`config.mk`:
```
export PLATFORM = sky130hd
export DESIGN_NAME = bw_game_ctrl
export DESIGN_NICKNAME = d
export VERILOG_FILES = /design/src/rtl/bw_pkg.sv /design/src/rtl/bw_hand.sv /design/src/rtl/bw_game_ctrl.sv
export SDC_FILE = /design/constraint.sdc
export NUM_CORES = 1
export LEC_CHECK = 0
export CORE_MARGIN = 3
export CORE_UTILIZATION = 45
export DETAILED_ROUTE_END_ITERATION = 8
export MAX_ROUTING_LAYER = met4
export PLACE_DENSITY = 0.72
export SLEW_MARGIN = 25
export SYNTH_ARGS = -nofsm -noshare
export SYNTH_HDL_FRONTEND = slang
export SYNTH_HIERARCHICAL = 1
export SYNTH_SLANG_ARGS = --single-unit
```
`constraint.sdc`:
```
create_clock -name clk -period 3.1 [get_ports clk]
set_input_delay 0.62 -clock clk [delete_from_list [all_inputs] [get_ports clk]]
set_output_delay 0.62 -clock clk [all_outputs]
set_load 0.03 [all_outputs]
```
`src/rtl/bw_pkg.sv`:
```
// Shared constants, state/winner encodings and tile helpers for the
// Black-and-White round sequencer.
package bw_pkg;

  localparam int TILE_W    = 4;
  localparam int NUM_TILES = 9;

  typedef enum logic [2:0] {
    S_IDLE,
    S_LEAD,
    S_FOLLOW,
    S_CMP,
    S_SHOW,
    S_DONE
  } state_t;

  typedef enum logic [1:0] {
    WIN_TIE = 2'b00,
    WIN_P1  = 2'b01,
    WIN_P2  = 2'b10
  } win_t;

  // Even tiles are black.
  function automatic logic is_black(input logic [TILE_W-1:0] tile);
    return (tile & TILE_W'(1)) == '0;
  endfunction

  // a belongs to P1, b to P2; the larger value takes the point.
  function automatic win_t higher(input logic [3:0] a, input logic [3:0] b);
    if (a > b) return WIN_P1;
    if (b > a) return WIN_P2;
    return WIN_TIE;
  endfunction

endpackage

```
`src/rtl/bw_hand.sv`:
```
// One player's hand: a mask of unplayed tiles (bit i = tile i+1) with a
// combinational legality check for the presented tile.
module bw_hand
  import bw_pkg::*;
(
  input  logic                 clk,
  input  logic                 reset_n,
  input  logic                 reload,
  input  logic                 consume,
  input  logic [TILE_W-1:0]    tile,
  output logic [NUM_TILES-1:0] mask,
  output logic                 legal
);

  logic                 in_range;
  logic [NUM_TILES-1:0] tile_bit;

  always_comb begin
    in_range = (tile != '0) && (tile <= TILE_W'(NUM_TILES));
    tile_bit = '0;
    if (in_range) tile_bit = NUM_TILES'(1) << (tile - TILE_W'(1));
    legal = in_range && ((mask & tile_bit) != '0);
  end

  always_ff @(posedge clk) begin
    if (!reset_n || reload) mask <= '1;
    else if (consume)       mask <= mask & ~tile_bit;
  end

endmodule

```
`src/rtl/bw_game_ctrl.sv`:
```
// Round sequencer for the two-player Black-and-White tile game: takes the
// leader's and follower's picks, scores each round and detects game end.
module bw_game_ctrl
  import bw_pkg::*;
#(
  parameter int SHOW_CYCLES = 4
) (
  input  logic                 clk,
  input  logic                 reset_n,
  input  logic                 start,
  input  logic                 p1_valid,
  input  logic [TILE_W-1:0]    p1_tile,
  input  logic                 p2_valid,
  input  logic [TILE_W-1:0]    p2_tile,
  output logic [NUM_TILES-1:0] hand1,
  output logic [NUM_TILES-1:0] hand2,
  output logic                 leader,
  output logic                 lead_color_valid,
  output logic                 lead_color,
  output logic                 pick_err,
  output logic                 round_done,
  output logic [1:0]           round_winner,
  output logic [3:0]           round_num,
  output logic [3:0]           score1,
  output logic [3:0]           score2,
  output logic                 game_over,
  output logic [1:0]           game_winner
);

  // Pick strobes: pX_valid is a one-cycle offer of pX_tile with no
  // backpressure. It is consumed only when that player is the one being
  // asked (leader in S_LEAD, follower in S_FOLLOW); otherwise it is dropped
  // silently. An offered but illegal tile yields a pick_err pulse next cycle.
  state_t state, state_nxt;

  logic [TILE_W-1:0] lead_tile, follow_tile;
  logic [3:0]        show_cnt;

  logic              hand_reload, hand_consume;
  logic              lead_load, follow_load, err_nxt;
  logic [TILE_W-1:0] hand1_tile, hand2_tile;
  logic              legal1, legal2;

  logic              ldr_valid, fol_valid, ldr_legal, fol_legal;
  logic [TILE_W-1:0] ldr_tile, fol_tile, p1_play, p2_play;
  win_t              cmp_win;

  logic signed [4:0] score_diff;
  logic [4:0]        abs_diff, rounds_left;
  logic              game_decided, show_last;

  // During S_CMP each hand is presented the tile its owner played so it can
  // be removed; otherwise it checks the owner's live pick.
  always_comb begin
    p1_play    = leader ? follow_tile : lead_tile;
    p2_play    = leader ? lead_tile   : follow_tile;
    hand1_tile = (state == S_CMP) ? p1_play : p1_tile;
    hand2_tile = (state == S_CMP) ? p2_play : p2_tile;
  end

  bw_hand u_hand1 (
    .clk     (clk),
    .reset_n (reset_n),
    .reload  (hand_reload),
    .consume (hand_consume),
    .tile    (hand1_tile),
    .mask    (hand1),
    .legal   (legal1)
  );

  bw_hand u_hand2 (
    .clk     (clk),
    .reset_n (reset_n),
    .reload  (hand_reload),
    .consume (hand_consume),
    .tile    (hand2_tile),
    .mask    (hand2),
    .legal   (legal2)
  );

  always_comb begin
    ldr_valid = leader ? p2_valid : p1_valid;
    ldr_tile  = leader ? p2_tile  : p1_tile;
    ldr_legal = leader ? legal2   : legal1;
    fol_valid = leader ? p1_valid : p2_valid;
    fol_tile  = leader ? p1_tile  : p2_tile;
    fol_legal = leader ? legal1   : legal2;
    cmp_win   = higher(p1_play, p2_play);
  end

  // Decided when the trailing player cannot catch up even by winning
  // every remaining round.
  always_comb begin
    score_diff   = $signed({1'b0, score1}) - $signed({1'b0, score2});
    abs_diff     = score_diff[4] ? $unsigned(-score_diff) : $unsigned(score_diff);
    rounds_left  = 5'(NUM_TILES) - {1'b0, round_num};
    game_decided = (round_num == 4'(NUM_TILES)) || (abs_diff > rounds_left);
    show_last    = (show_cnt == 4'(SHOW_CYCLES - 1));
  end

  always_ff @(posedge clk) begin
    if (!reset_n) state <= S_IDLE;
    else          state <= state_nxt;
  end

  always_comb begin
    state_nxt    = state;
    hand_reload  = 1'b0;
    hand_consume = 1'b0;
    lead_load    = 1'b0;
    follow_load  = 1'b0;
    err_nxt      = 1'b0;
    case (state)
      S_IDLE, S_DONE: begin
        if (start) begin
          hand_reload = 1'b1;
          state_nxt   = S_LEAD;
        end
      end
      S_LEAD: begin
        if (ldr_valid) begin
          if (ldr_legal) begin
            lead_load = 1'b1;
            state_nxt = S_FOLLOW;
          end else begin
            err_nxt = 1'b1;
          end
        end
      end
      S_FOLLOW: begin
        if (fol_valid) begin
          if (fol_legal) begin
            follow_load = 1'b1;
            state_nxt   = S_CMP;
          end else begin
            err_nxt = 1'b1;
          end
        end
      end
      S_CMP: begin
        hand_consume = 1'b1;
        state_nxt    = S_SHOW;
      end
      S_SHOW: begin
        if (show_last) state_nxt = game_decided ? S_DONE : S_LEAD;
      end
      default: state_nxt = S_IDLE;
    endcase
  end

  always_ff @(posedge clk) begin
    if (!reset_n) begin
      lead_tile    <= '0;
      follow_tile  <= '0;
      show_cnt     <= '0;
      score1       <= '0;
      score2       <= '0;
      round_num    <= '0;
      round_winner <= WIN_TIE;
      leader       <= 1'b0;
      pick_err     <= 1'b0;
      round_done   <= 1'b0;
    end else begin
      pick_err   <= err_nxt;
      round_done <= (state == S_CMP);
      show_cnt   <= (state == S_SHOW) ? show_cnt + 4'd1 : 4'd0;
      if (lead_load)   lead_tile   <= ldr_tile;
      if (follow_load) follow_tile <= fol_tile;
      if (hand_reload) begin
        score1       <= '0;
        score2       <= '0;
        round_num    <= '0;
        round_winner <= WIN_TIE;
        leader       <= 1'b0;
      end
      if (state == S_CMP) begin
        round_num    <= round_num + 4'd1;
        round_winner <= cmp_win;
        if (cmp_win == WIN_P1) begin
          score1 <= score1 + 4'd1;
          leader <= 1'b0;
        end else if (cmp_win == WIN_P2) begin
          score2 <= score2 + 4'd1;
          leader <= 1'b1;
        end
      end
    end
  end

  always_comb begin
    lead_color_valid = (state == S_FOLLOW);
    lead_color       = lead_color_valid && is_black(lead_tile);
    game_over        = (state == S_DONE);
    game_winner      = game_over ? higher(score1, score2) : WIN_TIE;
  end

endmodule

```
[Word level (Yosys, flattened, before mapping)]
Index checks and enable logic that the tools add are counted.
W data, S select, Z words.
Operators by class
  $lt $le $gt $ge: 7
  shift operators: 2
  add/sub/neg operators: 9
  equal/unequal tests: 15
  bitwise gates (word level): 6
  reduce and logical (&&, ||, !) cells: 18
  mux-type cells: 65
Operators with widths (number)
  $mux W4: 15
  $and A9 B9 Y9: 4
  $mux W1: 27
  $mux W2: 11
  $mux W3: 7
  $mux W9: 2
  $not A9 Y9: 2
  $reduce_bool A9 Y1: 2
  $shl A1 B4 Y9 const A: 2
  $add A4 B1 Y4 const B: 4
  $gt A4 B4 Y1: 4
  $pmux W3 S5: 1
  $le A4 B4 Y1 const B: 2
  $ne A2 B2 Y1 const B: 4
  $reduce_bool A4 Y1: 2
  $sub A4 B1 Y4 const B: 2
  $eq A3 B2 Y1 const B: 2
  $eq A3 B3 Y1 const B: 2
  $reduce_and A6 Y1: 1
  $gt A5 B5 Y1: 1
  $logic_and A1 B1 Y1: 5
  $mux W5: 1
  $neg A5 Y5: 1
  $sub A4 B4 Y5: 1
  other kinds (15): 17
Storage, ports and cells
  register bits: 50
  output and inout port bits: 40
  word-level logic and storage cells: 135
  input bits: 13

[Logic depth before layout (Yosys ltp)]
Gate-level depths: netlist (run 1).
  word-level depth: 12
  depth in mapped cells: 16
  mapped depth without buffers: 13

[Hierarchy]
The synthesis (run 1) kept the hierarchy.
By module, submodules not included
  bw_game_ctrl: times used 1, seq. area each 640.6 um^2, area an instance 2341.0 um^2, cells each 271
  bw_hand: times used 2, seq. area each 180.2 um^2, area an instance 442.9 um^2, cells each 51

[Worst setup path before layout (run 1)]
OpenSTA, ideal clock, no wires.
  path type: register to register
  start: register leader
  end: register state[0]
  stages on the path, launching flop included: 15
  required time: 2.983 ns
  path buffers: 3
  period minus slack after synthesis: 3.487 ns
  setup time: 0.117 ns
  slack: -0.387 ns
  data arrival time: 3.370 ns
  cells stage by stage: dfxtp_1 -> buf_4 -> buf_4 -> mux2i_1 -> o21ai_0 -> nor2_1 -> ha_1 -> clkbuf_1 -> mux2i_1 -> o22ai_1 -> a211o_1 -> nand3b_1 -> a31oi_1 -> o31ai_1 -> and4b_1
Between the ends
  longest elaborated chain between the ends: 11
  elaborated cells between the ends (all ways): 31
  those cells by class: add/sub (2); order compare (2); eq/ne (4); shift (2); mux (10); bitwise (2); reduce/logical (9)
RTL lines
  from (decl): RTL line bw_game_ctrl.sv:17  | output logic leader,
  from (signal assigned): RTL line bw_game_ctrl.sv:160  | leader <= 1'b0;
  from (signal assigned): RTL line bw_game_ctrl.sv:174  | leader <= 1'b0;
  from (signal assigned): RTL line bw_game_ctrl.sv:181  | leader <= 1'b0;
  $mux W4 *: RTL line bw_game_ctrl.sv:56  | p2_play = leader ? lead_tile : follow_tile;
  $mux W4 *: RTL line bw_game_ctrl.sv:58  | hand2_tile = (state == S_CMP) ? p2_play : p2_tile;
  via hand2_tile[0]: RTL line bw_game_ctrl.sv:41  | logic [TILE_W-1:0] hand1_tile, hand2_tile;
  $sub A4 B1 Y4, or another cell as far along: RTL line bw_hand.sv:21  | if (in_range) tile_bit = NUM_TILES'(1) << (tile - TILE_W'(1));
  $shl A1 B4 Y9 / $logic_and A1 B1 Y1 (equally long branches): RTL line bw_hand.sv:21, bw_hand.sv:19
  $mux W9: RTL line bw_hand.sv:21
  $and A9 B9 Y9: RTL line bw_hand.sv:22  | legal = in_range && ((mask & tile_bit) != '0);
  $reduce_bool A9 Y1: RTL line bw_hand.sv:22
  $logic_and A1 B1 Y1 *: RTL line bw_hand.sv:22
  via legal2: RTL line bw_game_ctrl.sv:42  | logic legal1, legal2;
  $mux W1 (on tied branches): RTL line bw_game_ctrl.sv:84, bw_game_ctrl.sv:87
  $ne A2 B2 Y1 (no source line) / $ne A2 B1 Y1 (equally long branches)
  $reduce_and A6 Y1 (no source line) *
  to (signal assigned): RTL line bw_game_ctrl.sv:103  | else state <= state_nxt;
  to (decl): RTL line bw_game_ctrl.sv:34  | state_t state, state_nxt;
Mark *: on every way through the listed nets, which the timed path passes. The rest lies on a longest branch.
A chain may end at the register's enable or synchronous reset.

[Worst setup path after layout (run 1)]
  start: input port p1_tile[1]
  end: register state[0]
Between the ends
  longest elaborated chain between the ends: 10
  elaborated cells between the ends (all ways): 15
  those cells by class: add/sub (1); order compare (1); eq/ne (2); shift (1); mux (4); bitwise (1); reduce/logical (5)
RTL lines
  from (decl): RTL line bw_game_ctrl.sv:12  | input logic [TILE_W-1:0] p1_tile,
  $mux W4 *: RTL line bw_game_ctrl.sv:57  | hand1_tile = (state == S_CMP) ? p1_play : p1_tile;
  via hand1_tile[1]: RTL line bw_game_ctrl.sv:41
  $sub A4 B1 Y4, or another cell as far along: RTL line bw_hand.sv:21
  $shl A1 B4 Y9 / $logic_and A1 B1 Y1 (equally long branches): RTL line bw_hand.sv:21, bw_hand.sv:19
  $mux W9: RTL line bw_hand.sv:21
  $and A9 B9 Y9: RTL line bw_hand.sv:22
  $reduce_bool A9 Y1: RTL line bw_hand.sv:22
  $logic_and A1 B1 Y1 *: RTL line bw_hand.sv:22
  via legal1: RTL line bw_game_ctrl.sv:42
  $mux W1 (on tied branches): RTL line bw_game_ctrl.sv:84, bw_game_ctrl.sv:87
  $ne A2 B2 Y1 (no source line) / $ne A2 B1 Y1 (equally long branches)
  $reduce_and A6 Y1 (no source line) *
Marks and branches as above.

==> flow_summary.json, run 1 <==
{
  "status": "completed",
  "grtUsageMet1_pct": 24.3,
  "numCtsBuffers": 5,
  "postLayoutSetupSlackWorst_ps": 167,
  "area_delta_synth_final_pct": 26.9,
  "antenna_left": 0,
  "coreArea_um2": 6870,
  "rsz0062_at_grt": "no",
  "crit_end": "state[0]$_SDFFE_PN0P_",
  "grt_pass1_vias": 2873,
  "synthCells": 373,
  "power.internal_w": 0.000995,
  "vias_per_cell": 5.41,
  "synth_warnings": 6,
  "ys_seq_elements": 50,
  "pin_count": 53,
  "busiest_layer": "met2",
  "syn-num-nets": 413,
  "drt_iter0_drc": 194,
  "routabilityCongestion": 0.843,
  "layout-drive-gt1-share_pct": 12.0,
  "hold_buffers": 0,
  "final.setup.tns_ps": 0,
  "switching_power_w": 0.000349,
  "rr_worst_depth": 13,
  "drc_errors": 0,
  "drv_slew": 0,
  "cts_max_path_buffers": 2,
  "overflow": 0,
  "fin_nets": 482,
  "synth_edf_count": 0,
  "criticalPathCategory": "input pin to register",
  "timing.rr.start": "leader$_SDFF_PN0_",
  "hold_path.class": "register to register",
  "finClkSkew_ps": 10.6,
  "crit_arrival_ps": 3120,
  "synth_flop_cell": "dfxtp_1",
  "start_kind": "input pin",
  "drt_wl_total_um": 7560,
  "ys_types": 55,
  "pwr-share-comb_pct": 17.7,
  "startpoint": "p1_tile[1]",
  "ys_seq_area_share_pct": 31.0,
  "pwr_density_cell_nw_per_um2": 328,
  "synth_area_um2": 3230,
  "rrSetupSlack_ps": 190,
  "hold_viol": 0,
  "vias": 2917,
  "slew_headroom_pct": 61.5,
  "final_cell_area_um2": 4100,
  "grt.total_usage_pct": 19.7,
  "setup_violations": 0,
  "p_seq_share_pct": 48.8,
  "start_util_pct": 47.0,
  "syn_avg_cell_area_um2": 8.65,
  "antenna_cells": 0,
  "dr.pass1.iters": 4,
  "p_clk_share_pct": 33.5,
  "grt_max_degree": 28,
  "clk_pin_slew_ps": 80,
  "p_total_w": 0.00134,
  "use_met2_pct": 32.9,
  "cp.required_ps": 3290,
  "rows": 30,
  "max_freq_ghz": 0.341,
  "leakagePower_nw": 1.76,
  "die_area_um2": 8220,
  "die_w_um": 90.7,
  "layout_min_cycle_time_ps": 2930,
  "grt_pass1_wl_um": 13300,
  "clock_latency_ps": 300,
  "switching_share_pct": 25.9,
  "io_buffers": 52,
  "die_y_um": 90.7,
  "endpoint_kind": "register",
  "grt_use_met3_pct": 4.33,
  "crit_fanout": 6,
  "post-route-period-util_pct": 94.6,
  "async_flop_share_pct": 0,
  "cts_root_buf": "clkbuf_8",
  "wl_per_cell_um": 14.0,
  "antenna_found_initial": 0,
  "worst_slew_pin_slew_ps": 576,
  "dp_slack_ps": -108,
  "max-cap-violations": 0,
  "clkSinkCount": 50,
  "cts.htree.levels": 2,
  "peakVddDrop_uv": 157,
  "placed_area_um2": 3980,
  "cts_tree": "done",
  "fill_cells": 638,
  "worst_r2r_endpoint": "state[0]$_SDFFE_PN0P_",
  "hpwl_um": 5940
}
[state kept, by name, indices dropped and copies added (netlist names)]
register / flops
round_winner: 2
round_num: 4
u_hand1/mask: 9
follow_tile: 4
state: 3
lead_tile: 4
score1: 4
round_done: 1
leader: 1
score2: 4
show_cnt: 4
u_hand2/mask: 9
pick_err: 1
[logic make-up (layout without fill, tap and decap cells)]
family	Yosys count	count (layout)	share of synthesized area (%)
muxes	28	28	8.88
adders and majority gates	27	27	10.7
buffers and inverters	33	103	4.81
DFF	50	50	31.0
AOI/OAI and AO/OA	83	83	18.8
and+or+nand+nor	142	142	23.0
xor gates and xnor gates	10	10	2.71
[cells in the mapped netlist, types with 3 or more instances]
master / count / area share [%]
nand2_1: 57 / 6.6
nor3_1: 7 / 1.1
a41oi_1: 5 / 1.4
o211a_1: 10 / 3.1
nand3b_1: 6 / 1.4
a21oi_1: 9 / 1.4
o21ai_0: 22 / 3.4
a31oi_1: 3 / 0.58
o21a_1: 3 / 0.70
nor2b_1: 6 / 1.2
dfxtp_1: 50 / 31
inv_1: 17 / 2.0
ha_1: 26 / 10
xor2_1: 3 / 0.81
o22ai_1: 6 / 1.2
buf_4: 4 / 0.93
and2_1: 3 / 0.58
clkbuf_1: 8 / 0.93
nand3_1: 21 / 3.3
nand2b_1: 7 / 1.4
xnor2_1: 7 / 1.9
or3b_1: 4 / 1.1
nor2_1: 16 / 1.9
a21o_1: 3 / 0.70
and3_1: 3 / 0.58
mux2i_1: 23 / 7.1
mux2_2: 5 / 1.7
[power by group through the flow]
stage	logic, W	registers, W	clock network, W
after global placement	0.000231	0.000671	0
after detailed placement	0.000235	0.000672	0
after CTS	0.000237	0.000657	0.000462
after global routing	0.000262	0.000657	0.000497
final	0.000238	0.000656	0.000450
after floorplan	0.000155	0.000673	0
[metal layers]
metal / share of wire (%) / wire length [um] / up-vias
met2: 48 / 3620 / 69
met1: 47 / 3570 / 1372
met3: 4.6 / 346 / 2
li1: - / - / 1474
met5: 0 / 0 / -
met4: 0.33 / 25 / 0
[layout by cell type, fill, tap and decap left out, types with 10 or more instances in the layout]
cell type	n
nand2_1	57
clkdlybuf4s50_1	51
dfxtp_1	49
ha_1	26
buf_4	25
mux2i_1	22
nand3_1	21
o21ai_0	19
inv_1	17
nor2_1	16
o211a_1	10
[worst max-delay path, cell delays in order]
cell and delay [ps]:
clkdlybuf4s50_1 490, nand2_1 60, o21ai_1 100, nor2_1 90
ha_1 420, mux2i_1 220, o22ai_1 100, a211o_1 320
nand3_1 120, a31oi_1 120, o31ai_2 240, and4b_1 220
[layout make-up]
type	instances	area (um^2)	area share [%]
inverter	18	70.1	1.71
multi-input combinational	290	2080	50.9
clock buffer	7	76.3	1.86
tap	96	120	2.93
clock inverter	1	30.0	0.733
timing repair buffer	77	711	17.4
sequential	50	1000	24.5
[per-stage QoR]
step,hold slack [ps],utilization (%),std cells
finish,456,59.6,539
global route,496,59.6,539
CTS,463,59.4,539
detailed placement,443,57.9,531
global placement,428,57.9,531
floorplan,418,-,373
[what timing repair did]
item                       4_1_cts  5_1_grt
setup endpoints to repair        0        6
gates resized for setup          0        4
setup buffers                    0        0
[how the worst min path moves through the flow]
stage,startpoint,end,slack (ps),cells past startpoint
after floorplan,show_cnt[0]$_SDFF_PN0_,show_cnt[0]$_SDFF_PN0_,420,1
after global placement,show_cnt[0]$_SDFF_PN0_,show_cnt[0]$_SDFF_PN0_,430,1
after detailed placement,show_cnt[0]$_SDFF_PN0_,show_cnt[0]$_SDFF_PN0_,440,1
after CTS,show_cnt[0]$_SDFF_PN0_,show_cnt[0]$_SDFF_PN0_,460,1
after global routing,show_cnt[0]$_SDFF_PN0_,show_cnt[0]$_SDFF_PN0_,500,1
final,show_cnt[0]$_SDFF_PN0_,show_cnt[0]$_SDFF_PN0_,460,1
No activity file was read; power rests on OpenSTA's default activity.
==> run 2: changes to the inputs <==
--- a/config.mk
+++ b/config.mk
@@ -6,10 +6,9 @@
 export NUM_CORES = 1
 export LEC_CHECK = 0
 export CORE_MARGIN = 3
-export CORE_UTILIZATION = 45
+export CORE_UTILIZATION = 38
 export DETAILED_ROUTE_END_ITERATION = 8
 export MAX_ROUTING_LAYER = met4
-export PLACE_DENSITY = 0.72
 export SLEW_MARGIN = 25
 export SYNTH_ARGS = -nofsm -noshare
 export SYNTH_HDL_FRONTEND = slang
==> run 2 against run 1 <==
Compared with the run above: design area rose by 0.86%; core utilization fell by 7.8 points; worst hold slack got worse by 3.2 ps; via count fell by 1.3%; combinational power barely moved; non-clock buffer count rose by 1; sequential power barely moved; register-to-register slack got worse by 50 ps; total power rose by 3.2%; clock skew fell by 0.96 ps; critical path type unchanged; final cell count rose by 1.3%.
==> flow_summary.json, run 2 (synthesized netlist as in run 1, its figures left out) <==
{
  "layout_commonest_cell": "nand2_1",
  "max_freq_ghz": 0.337,
  "postLayoutSetupSlackWorst_ps": 135,
  "clock_latency_ps": 310,
  "cts.htree.levels": 2,
  "cp_num_cells": 12,
  "fin_cells": 546,
  "fill_cells": 791,
  "io_buffers": 52,
  "grt_pass1_wl_um": 13400,
  "start_kind": "input pin",
  "cts_root_buf": "clkbuf_8",
  "crit_fanout": 4,
  "critical_path.slowest_cell": "clkdlybuf4s50_1",
  "drv_slew": 0,
  "p_seq_share_pct": 47.4,
  "placedCellCount": 537,
  "max-cap-violations": 0,
  "coreArea_um2": 7970,
  "vias_per_cell": 5.27,
  "drt_wl_total_um": 7890,
  "wl_per_cell_um": 14.4,
  "area_delta_synth_final_pct": 28.0,
  "use_met2_pct": 26.3,
  "pin_count": 53,
  "crit_family": "compound AO/OA/AOI/OAI gates",
  "slew_headroom_pct": 59.7,
  "switching_share_pct": 27.7,
  "final_cell_mix": "nand2_1, clkdlybuf4s50_1, dfxtp_1",
  "die_y_um": 98.2,
  "leakagePower_nw": 1.77,
  "cp_slowest_stage_delay_ps": 500,
  "grt_max_degree": 32,
  "rows": 32,
  "multi_input_comb_area_um2": 2100,
  "rsz0062_at_grt": "no",
  "switching_power_w": 0.000385,
  "drc_errors": 0,
  "criticalPathCategory": "input pin to register",
  "grtUsageMet1_pct": 23.4,
  "grt_pass1_vias": 2807,
  "holdPathStages": 1,
  "critPathBufInv": 1,
  "hold_buffers": 0,
  "power.internal_w": 0.00100,
  "die_w_um": 98.2,
  "status": "completed",
  "numCtsBuffers": 5,
  "dp_slack_ps": -199,
  "setup_violations": 0,
  "crit_top_cell": "nand2_1",
  "vias": 2878,
  "fin_nets": 483,
  "pwr_density_cell_nw_per_um2": 336,
  "clkSinkCount": 50,
  "layout-drive-gt1-share_pct": 13.1,
  "peakVddDrop_uv": 163,
  "hold_path.class": "register to register",
  "routabilityCongestion": 0.875,
  "grt.total_usage_pct": 17.2,
  "busiest_layer": "met2",
  "overflow": 0,
  "antenna_cells": 0,
  "hpwl_um": 6190,
  "layout_min_cycle_time_ps": 2970,
  "cts_max_path_buffers": 2,
  "dr.pass1.iters": 4,
  "reg_top3": "u_hand1/mask (9), u_hand2/mask (9)",
  "antenna_left": 0,
  "post-route-period-util_pct": 95.7,
  "regArea_um2": 1000,
  "antenna_found_initial": 0,
  "grt_use_met3_pct": 2.93,
  "worstPathCellList": "clkdlybuf4s50_1, nand2_1, nand2_1, nor2_1, ha_2, mux2i_1, o22ai_1, a211o_1, nand3b_1, a31oi_1, o31ai_1, and4b_1",
  "worst_slew_pin_slew_ps": 603,
  "start_util_pct": 40.5,
  "die_area_um2": 9630,
  "pwr-share-comb_pct": 17.3,
  "cp.required_ps": 3310,
  "crit_arrival_ps": 3170,
  "drt_iter0_drc": 111,
  "finClkSkew_ps": 9.63,
  "cts_tree": "done",
  "hold_viol": 0,
  "p_clk_share_pct": 35.3,
  "rr_worst_depth": 13,
  "clk_pin_slew_ps": 100,
  "endpoint_kind": "register"
}
-- run 2: changes by cell type in the layout (fill, tap and decap cells not counted), sizes merged --
cell,before,now
clkbuf,7,5
inv,18,20
buf,25,26
-- run 2: path summary, 6_finish.rpt --
kind,slack [ps],startpoint,endpoint
max,130,p2_tile[1],state[0]$_SDFFE_PN0P_
min,450,show_cnt[0]$_SDFF_PN0_,show_cnt[0]$_SDFF_PN0_
max reg2reg,140,state[0]$_SDFFE_PN0P_,state[0]$_SDFFE_PN0P_
min reg2reg,450,show_cnt[0]$_SDFF_PN0_,show_cnt[0]$_SDFF_PN0_
-- run 2: layout make-up --
type / instances / area share [%]
Sequential cell: 50 / 24.3
Timing Repair Buffer: 78 / 17.4
Inverter: 18 / 1.70
Clock buffer: 5 / 1.67
Multi-Input combinational cell: 290 / 50.7
Clock inverter: 3 / 1.15
Tap cell: 102 / 3.09
-- run 2: power by group through the flow --
stage / logic, W / clock network (W) / registers [W]
6_report: 0.000240 / 0.000489 / 0.000658
5_1_grt: 0.000265 / 0.000531 / 0.000659
4_1_cts: 0.000236 / 0.000509 / 0.000657
3_5_place_dp: 0.000234 / 0 / 0.000672
3_3_place_gp: 0.000233 / 0 / 0.000672
2_1_floorplan: 0.000155 / 0 / 0.000673
-- run 2: layer usage --
metal	wire (um)	vias to the layer above	part of all wire [%]
met1	4000	1350	51
met5	0	-	0
met4	110	0	1.4
met3	201	11	2.5
met2	3580	40	45
li1	-	1477	-
-- run 2: through the flow --
step / cell area (um^2) / setup TNS, ps / utilization (%) / hold slack (ps) / total power [W]
final: 4130 / 0 / 51.8 / 453 / 0.00139
after global routing: 4130 / 0 / 51.8 / 470 / 0.00146
after CTS: 4100 / 0 / 51.5 / 458 / 0.00140
after detailed placement: 3980 / -533 / 50.0 / 443 / 0.000906
after global placement: 3980 / -146 / 50.0 / 436 / 0.000905
after floorplan: 3240 / 0 / - / 418 / 0.000828
-- run 2: repair_timing --
action / CTS / global route
resized for setup: 0 / 6
setup buffers: 0 / 1
setup endpoints to repair: 0 / 3
==> run 3: changes to the inputs <==
--- a/config.mk
+++ b/config.mk
@@ -5,6 +5,7 @@
 export SDC_FILE = /design/constraint.sdc
 export NUM_CORES = 1
 export LEC_CHECK = 0
+export CORE_ASPECT_RATIO = 1.2
 export CORE_MARGIN = 3
 export CORE_UTILIZATION = 38
 export DETAILED_ROUTE_END_ITERATION = 8
==> run 3 against run 2 <==
Compared with the run above: non-clock buffer count unchanged; clock power shrank 19%; setup slack improved by 66 ps; maximum frequency is 2.3% higher; largest power group unchanged; sequential cell count unchanged; core utilization fell by 1.5 points; final cell count grew 2.2%; sequential power about the same; total power shrank 6.3%; clock skew decreased by 1.1 ps; routed wire length increased by 0.19%; critical path depth unchanged.
==> flow_summary.json, run 3 (synthesized netlist as in run 1, its figures left out) <==
{
  "grt_max_degree": 19,
  "status": "completed",
  "endpoint_kind": "register",
  "final_cell_mix": "nand2_1, clkdlybuf4s50_1, dfxtp_1",
  "start_kind": "input pin",
  "grt.total_usage_pct": 17.1,
  "crit_top_cell": "nand2_1",
  "grt_pass1_vias": 2951,
  "drt_iter0_drc": 81,
  "cts_resized": 0,
  "critPathBufInv": 1,
  "die_w_um": 90.1,
  "fin_cells": 558,
  "placedCellCount": 550,
  "drv_slew": 0,
  "reg_top3": "u_hand1/mask (9), u_hand2/mask (9)",
  "antenna_found_initial": 0,
  "die_area_um2": 9640,
  "clk_pin_slew_ps": 90,
  "hpwl_um": 6100,
  "leakagePower_nw": 1.76,
  "drc_errors": 0,
  "dp_slack_ps": -203,
  "cts.htree.levels": 2,
  "cts_root_buf": "clkbuf_8",
  "hold_path.class": "register to register",
  "cts_tree": "done",
  "layout_min_cycle_time_ps": 2900,
  "coreArea_um2": 8200,
  "criticalPathCategory": "input pin to register",
  "finClkSkew_ps": 8.49,
  "io_buffers": 52,
  "area_delta_synth_final_pct": 28.0,
  "peakVddDrop_uv": 192,
  "fill_cells": 810,
  "multi_input_comb_area_um2": 2100,
  "clkSinkCount": 50,
  "slew_headroom_pct": 61.7,
  "antenna_cells": 0,
  "hold_buffers": 0,
  "worst_slew_pin_slew_ps": 574,
  "crit_family": "compound AO/OA/AOI/OAI gates",
  "max_freq_ghz": 0.345,
  "overflow": 0,
  "rsz0062_at_grt": "yes",
  "crit_fanout": 6,
  "pwr_density_cell_nw_per_um2": 315,
  "routabilityCongestion": 0.866,
  "grt_pass1_wl_um": 13300,
  "drt_wl_total_um": 7900,
  "antenna_left": 0,
  "cts_setup_buffers": 0,
  "worstPathCellList": "clkdlybuf4s50_1, nand2_1, nand2_1, nor2_2, ha_4, mux2i_1, o22ai_1, a211o_1, nand3_2, a31oi_1, o31ai_1, and4b_1",
  "die_y_um": 107,
  "whs_ps": 458,
  "hold_viol": 0,
  "fin_nets": 483,
  "crit_arrival_ps": 3100,
  "vias": 2923,
  "wl_per_cell_um": 14.2,
  "rows": 36,
  "cp_slowest_stage_delay_ps": 500,
  "vias_per_cell": 5.24,
  "pin_count": 53,
  "cts_max_path_buffers": 2,
  "postLayoutSetupSlackWorst_ps": 201,
  "setup_violations": 0,
  "layout-drive-gt1-share_pct": 13.1,
  "cp.required_ps": 3300,
  "numCtsBuffers": 5,
  "regArea_um2": 1000,
  "clock_latency_ps": 300,
  "critical_path.slowest_cell": "clkdlybuf4s50_1",
  "dr.pass1.iters": 4,
  "layout_commonest_cell": "nand2_1",
  "start_util_pct": 39.4,
  "max-cap-violations": 0,
  "post-route-period-util_pct": 93.5
}
[run 3: cell count changes in the layout (fill, tap and decap cells not counted), sizes merged]
cell,delta
clkbuf,+2
bufinv,-1
clkinv,+1
inv,-2
[run 3: report_power, final]
group,internal [W],switching [W]
clock,0.000181,0.000217
combinational,0.000109,0.000137
sequential,0.000649,0.00000711
[run 3: final timing paths]
path	slack, ps	cells after the start	end	from
setup reg to reg	210	12	state[0]$_SDFFE_PN0P_	state[0]$_SDFFE_PN0P_
hold reg to reg	460	1	show_cnt[0]$_SDFF_PN0_	show_cnt[0]$_SDFF_PN0_
setup / recovery	200	12	state[0]$_SDFFE_PN0P_	p1_tile[0]
hold / removal	460	1	show_cnt[0]$_SDFF_PN0_	show_cnt[0]$_SDFF_PN0_
[run 3: layout make-up]
type,count,area share [%]
repair buffers,78,17.5
inverters,18,1.64
multi-input cells,290,50.9
clock buffers,7,2.09
flip-flops and latches,50,24.3
well taps,114,3.45
clock inverters,1,0.121
[run 3: metrics by stage]
stage          area, um^2  power [W]  util, %  TNS (ps)
2_1_floorplan        3240   0.000828        -         0
3_3_place_gp         4010   0.000909     48.9      -436
3_5_place_dp         4010   0.000912     48.9      -660
4_1_cts              4100    0.00131     50.0         0
5_1_grt              4130    0.00136     50.4     -13.7
6_report             4130    0.00130     50.4         0
[run 3: layer usage]
metal | GRT usage (%) | share of wire, % | wire length, um
met5 | - | 0 | 0
met4 | 4.49 | 1.7 | 135
met3 | 2.60 | 3.3 | 263
met2 | 30.4 | 48 | 3780
met1 | 20.3 | 47 | 3730
